## config.mk

```make
export PLATFORM = sky130hd
export DESIGN_NAME = pc_ctrl
export DESIGN_NICKNAME = d
export VERILOG_FILES = /design/src/rtl/pc_pkg.sv /design/src/rtl/pc_redirect_arb.sv /design/src/rtl/pc_ctrl.sv
export SDC_FILE = /design/constraint.sdc
export NUM_CORES = 1
export LEC_CHECK = 0
export CORE_MARGIN = 2
export CORE_UTILIZATION = 53
export CTS_CLUSTER_DIAMETER = 60
export CTS_CLUSTER_SIZE = 20
export DETAILED_ROUTE_END_ITERATION = 7
export PLACE_DENSITY = 0.86
export SYNTH_ARGS = -nofsm -noshare
export SYNTH_HDL_FRONTEND = slang
export SYNTH_SLANG_ARGS = --single-unit
```

## constraint.sdc

```tcl
create_clock -name clk -period 5.3 [get_ports clk]
set_input_delay 0.53 -clock clk [delete_from_list [all_inputs] [get_ports clk]]
set_output_delay 0.53 -clock clk [all_outputs]
set_load 0.02 [all_outputs]
```

## src/rtl/pc_pkg.sv

```systemverilog
// pc_pkg: shared types for the fetch-stage PC controller.
//   redirect_kind_e : redirect priority, numerically ordered (EXC highest).
//   pc_state_e      : controller FSM state.
//   redirect_t      : kind/target pair (32-bit target view).
//   kind_ge()       : true when kind a has priority >= kind b.
package pc_pkg;

  typedef enum logic [1:0] {
    RK_NONE = 2'd0,
    RK_BR   = 2'd1,
    RK_ERET = 2'd2,
    RK_EXC  = 2'd3
  } redirect_kind_e;

  typedef enum logic {
    PC_BOOT = 1'b0,
    PC_RUN  = 1'b1
  } pc_state_e;

  typedef struct packed {
    redirect_kind_e kind;
    logic [31:0]    target;
  } redirect_t;

  function automatic logic kind_ge(input redirect_kind_e a, input redirect_kind_e b);
    return (a >= b);
  endfunction

endpackage

```

## src/rtl/pc_redirect_arb.sv

```systemverilog
// pc_redirect_arb: combinational redirect arbitration.
//   Picks the incoming redirect (exc > eret > br), then chooses between it
//   and the buffered (pending) redirect. On equal kinds the incoming one
//   wins because it carries the newer target.
// Ports:
//   exc_valid, eret_valid, eret_target, br_valid, br_target : sources
//   pend_kind, pend_target : buffered redirect
//   eff_kind, eff_target   : effective redirect this cycle
module pc_redirect_arb
  import pc_pkg::*;
#(
  parameter int unsigned      WIDTH      = 32,
  parameter logic [WIDTH-1:0] EXC_VECTOR = 32'hBFC0_0380
) (
  input  logic           exc_valid,
  input  logic           eret_valid,
  input  logic [WIDTH-1:0] eret_target,
  input  logic           br_valid,
  input  logic [WIDTH-1:0] br_target,
  input  redirect_kind_e pend_kind,
  input  logic [WIDTH-1:0] pend_target,
  output redirect_kind_e eff_kind,
  output logic [WIDTH-1:0] eff_target
);

  redirect_kind_e   inc_kind;
  logic [WIDTH-1:0] inc_target;

  always_comb begin
    inc_kind   = RK_NONE;
    inc_target = '0;
    if (exc_valid) begin
      inc_kind   = RK_EXC;
      inc_target = EXC_VECTOR;
    end else if (eret_valid) begin
      inc_kind   = RK_ERET;
      inc_target = eret_target;
    end else if (br_valid) begin
      inc_kind   = RK_BR;
      inc_target = br_target;
    end
  end

  always_comb begin
    eff_kind   = pend_kind;
    eff_target = pend_target;
    if (kind_ge(inc_kind, pend_kind)) begin
      eff_kind   = inc_kind;
      eff_target = inc_target;
    end
  end

endmodule

```

## src/rtl/pc_ctrl.sv

```systemverilog
// pc_ctrl: fetch-stage program-counter controller.
//   Holds the fetch PC, drives the imem request, applies prioritised
//   redirects and buffers one redirect while fetch cannot advance.
// Ports:
//   clk, rst            : clock, synchronous active-high reset
//   stall               : pipeline hazard hold (overridden by exceptions)
//   if_ready            : imem accepts the request this cycle
//   exc_valid           : exception redirect to EXC_VECTOR
//   eret_valid/_target  : eret redirect
//   br_valid/_target    : branch/jump redirect
//   pc                  : current fetch address
//   if_req              : fetch request valid
//   redirect_pending    : a buffered redirect is held
//   pc_adel             : pc is not word aligned
module pc_ctrl
  import pc_pkg::*;
#(
  parameter int unsigned      WIDTH        = 32,
  parameter logic [WIDTH-1:0] RESET_VECTOR = 32'hBFC0_0000,
  parameter logic [WIDTH-1:0] EXC_VECTOR   = 32'hBFC0_0380,
  parameter int unsigned      STEP         = 4
) (
  input  logic             clk,
  input  logic             rst,
  input  logic             stall,
  input  logic             if_ready,
  input  logic             exc_valid,
  input  logic             eret_valid,
  input  logic [WIDTH-1:0] eret_target,
  input  logic             br_valid,
  input  logic [WIDTH-1:0] br_target,
  output logic [WIDTH-1:0] pc,
  output logic             if_req,
  output logic             redirect_pending,
  output logic             pc_adel
);

  localparam logic [WIDTH-1:0] STEP_W = WIDTH'(STEP);

  pc_state_e        state;
  redirect_kind_e   pend_kind;
  logic [WIDTH-1:0] pend_target;
  redirect_kind_e   eff_kind;
  logic [WIDTH-1:0] eff_target;
  logic             adv;

  pc_redirect_arb #(
    .WIDTH      (WIDTH),
    .EXC_VECTOR (EXC_VECTOR)
  ) u_arb (
    .exc_valid   (exc_valid),
    .eret_valid  (eret_valid),
    .eret_target (eret_target),
    .br_valid    (br_valid),
    .br_target   (br_target),
    .pend_kind   (pend_kind),
    .pend_target (pend_target),
    .eff_kind    (eff_kind),
    .eff_target  (eff_target)
  );

  // Exceptions bypass the hazard stall but still respect imem back-pressure.
  assign adv = if_req & if_ready & (~stall | (eff_kind == RK_EXC));

  // if_req is only low in BOOT, so adv is never set there; a redirect seen
  // in BOOT therefore falls into the buffering branch.
  always_ff @(posedge clk) begin
    if (rst) begin
      state       <= PC_BOOT;
      pc          <= RESET_VECTOR;
      if_req      <= 1'b0;
      pend_kind   <= RK_NONE;
      pend_target <= '0;
    end else begin
      case (state)
        PC_BOOT: begin
          state  <= PC_RUN;
          if_req <= 1'b1;
        end
        default: begin
          state  <= PC_RUN;
          if_req <= 1'b1;
        end
      endcase
      if (adv) begin
        pc          <= (eff_kind != RK_NONE) ? eff_target : pc + STEP_W;
        pend_kind   <= RK_NONE;
        pend_target <= '0;
      end else if (eff_kind != RK_NONE) begin
        pend_kind   <= eff_kind;
        pend_target <= eff_target;
      end
    end
  end

  assign redirect_pending = (pend_kind != RK_NONE);
  assign pc_adel          = (pc[1:0] != 2'b00);

endmodule

```

==> results.sh <==
export IMPL_finalClockSkew_ns=0.0150
export IMPL_reg2reg_depth=8
export IMPL_cts_repair_resized=0
export IMPL_end_kind="register"
export IMPL_yosys_top_cells_count="85 x nor2_1, 67 x dfxtp_1, 59 x a21oi_1"
export IMPL_async_flop_share=0
export IMPL_dieArea_sq_um=8310
export IMPL_slew_violations=0
export IMPL_outcome="finished clean"
export IMPL_ys_ff_latch=67
export IMPL_antenna_found_initial=0
export IMPL_synth_most_common_cell="nor2_1"
export IMPL_ys_seq_area_frac=0.333
export IMPL_track_usage=0.300
export IMPL_tightestPinTransition_ns=1.20
export IMPL_synthesis_nets=603
export IMPL_grt_overflow=0
export IMPL_worstReg2RegStart="pend_kind[0]"
export IMPL_hold_viol=0
export IMPL_num_antenna_cells=0
export IMPL_io_buffers=105
export IMPL_period_share=0.794
export IMPL_vias=4486
export IMPL_critPathMaxFanout=32
export IMPL_post_drt_via_cell_ratio=6.30
export IMPL_clkLatencyLatePin_ns=0.36
export IMPL_fin_util=0.728
export IMPL_wl_per_cell_um=18.1
export IMPL_avgSynthCellArea_sq_um=7.63
export IMPL_grt_setup_unrepaired="false"
export IMPL_ant_nets=0
export IMPL_dp_hpwl_mm=8.88
export IMPL_cap_violations=0
export IMPL_wl_mm=12.9
export IMPL_grt_max_degree=52
export IMPL_start_util=0.552
export IMPL_clock_root_buffer="clkbuf_8"
export IMPL_fin_setup_tns_ns=0
export IMPL_setup_viol=0
export IMPL_num_rows=31
export IMPL_finalWeightedCongestion=0.902
export IMPL_drive_gt1_frac=0.0669
export IMPL_critPathLaunchType="input port"
export IMPL_hold_class="reg2reg"
export IMPL_yosysTopAreaCell="dfxtp_1"
export IMPL_htreeDepth=3
export IMPL_synth_area_leaders="dfxtp_1 33%, nor2_1 7.9%, a21oi_1 7.3%"
export IMPL_slew_headroom=0.198
export IMPL_grt_pass1_wl_mm=20.5
export IMPL_synth_area_sq_um=4030
export IMPL_grt_pass1_vias=4132
export IMPL_ys_dominant_reg_cell="dfxtp_1"
export IMPL_die_h_um=91.2
export IMPL_cts_sinks=67
export IMPL_holdBufCountCts=0
export IMPL_crit_type="in2reg"
export IMPL_syn_to_final_growth_pct=31.8
export IMPL_fp_dieW_um=91.2
export IMPL_coreArea_sq_um=7290
export IMPL_cts_clk_slew_worst_paths_ns=0.07
export IMPL_rrSetupSlack_ns=1.92
export IMPL_cts_tree="done"
export IMPL_peakVddDrop_uv=163
export IMPL_powerDensity_nw_per_um2=278
export IMPL_synth_edff_count=0
export IMPL_period_minus_slack_ns=4.21
export IMPL_drtIter0Drc=401
export IMPL_boundaryPins=106
export IMPL_yosys_warnings=0
export IMPL_cp_required_ns=5.58
export IMPL_worstHoldEndpoint="pend_target[9]"
export IMPL_yosysUniqueCellTypes=56
export IMPL_clockBufferDepth=2
export IMPL_clock_fmax_ghz=0.238
export IMPL_reg2reg_to="pc[7]"
export IMPL_cts_setup_buffers=0
export IMPL_netlist_area_leader_share=0.333
export IMPL_drc=0
export IMPL_fin_nets=683
export IMPL_min_from="pend_target[9]"
export IMPL_synth_cells=528
export IMPL_critPathArrivalTime_ns=4.49
export IMPL_holdPathStages=2
export IMPL_first_pass_iters=5
export IMPL_cts_buffers=9
export IMPL_p_leak_nw=1.99
-- area by class of cell --
type                    count  area [sq um]
repair buffers            115          1140
clock buffers              10           138
inverters                  18          67.6
multi-input cells         397          2410
fillers                   590          1980
flip-flops and latches     67          1340
clock inverters             6          88.8
well taps                  99           124
-- cells by family after synthesis --
kind of cell / share of synthesized area
AOI/OAI and AO/OA: 0.290
buffers and inverters: 0.0718
and+or+nand+nor: 0.235
muxes: 0.0575
DFF: 0.333
adders and majority gates: 0.0124
-- layout by cell type, fill, tap and decap left out, types with 4 or more instances in the layout --
master	Yosys	final
a21oi_1	59	59
nand2_1	42	42
a221o_1	8	8
a221oi_1	4	4
dfxtp_1	67	67
a211oi_1	25	25
a22oi_1	7	7
nand3b_1	13	13
mux2i_1	22	21
and3_1	6	6
ha_1	4	4
nand3_1	11	11
nand4_1	6	6
nor3_1	17	17
inv_1	17	17
o32ai_1	13	13
clkbuf_8	0	10
or2_2	4	4
nor4_1	4	4
nor2_1	85	85
o21ai_0	16	16
buf_4	5	9
o32a_1	7	7
clkdlybuf4s50_1	0	105
a31oi_1	8	8
-- worst max-delay path by stage --
stage               from         endpoint  cells past startpoint
3_5_place_dp    br_valid            pc[7]                     11
6_report        br_valid            pc[7]                     11
3_3_place_gp    br_valid            pc[7]                     11
4_1_cts         br_valid            pc[7]                     11
5_1_grt         br_valid            pc[7]                     11
2_1_floorplan  exc_valid  pend_target[11]                     12
-- report_power, final --
part	switching [W]	leakage [nW]	internal, W	total, W
Clock	0.000209	0.108	0.000277	0.000486
Combinational	0.000225	1.34	0.000182	0.000407
Sequential	0.0000344	0.548	0.000546	0.000580
Total	0.000469	1.99	0.00101	0.00147
-- per-stage QoR --
stage          power, W  cell area [sq um]  worst slack, ns  hold WS (ns)  instances
4_1_cts         0.00146               5310             1.12         0.462        712
3_3_place_gp   0.000973               5080            0.927         0.442        696
6_report        0.00147               5310             1.09         0.459        712
3_5_place_dp   0.000986               5080            0.757         0.450        696
5_1_grt         0.00153               5310            0.883         0.484        712
2_1_floorplan  0.000832               4030             2.39         0.437        528
-- worst max-delay path: stages --
cell	delay, ns
clkdlybuf4s50_1	0.76
nor2b_2	0.25
nor2_1	0.07
ha_1	0.28
nand2b_4	0.15
a21oi_1	0.77
mux2_2	0.66
buf_4	0.30
a211oi_1	0.38
o21ai_0	0.17
a21oi_1	0.15
-- routing by layer --
| metal | global-route usage | up-vias | part of all wire |
|---|---|---|---|
| met5 | 0 | - | 0 |
| met3 | 0.0647 | 24 | 0.080 |
| li1 | - | 2104 | - |
| met4 | 0.115 | 0 | 0.019 |
| met1 | 0.410 | 2113 | 0.44 |
| met2 | 0.464 | 245 | 0.46 |
-- registers in the layout (all words and copies together) (netlist names) --
| signal | count |
|---|---|
| if_req | 1 |
| pc | 32 |
| pend_kind | 2 |
| pend_target | 32 |
No activity file was read; power rests on OpenSTA's default activity.
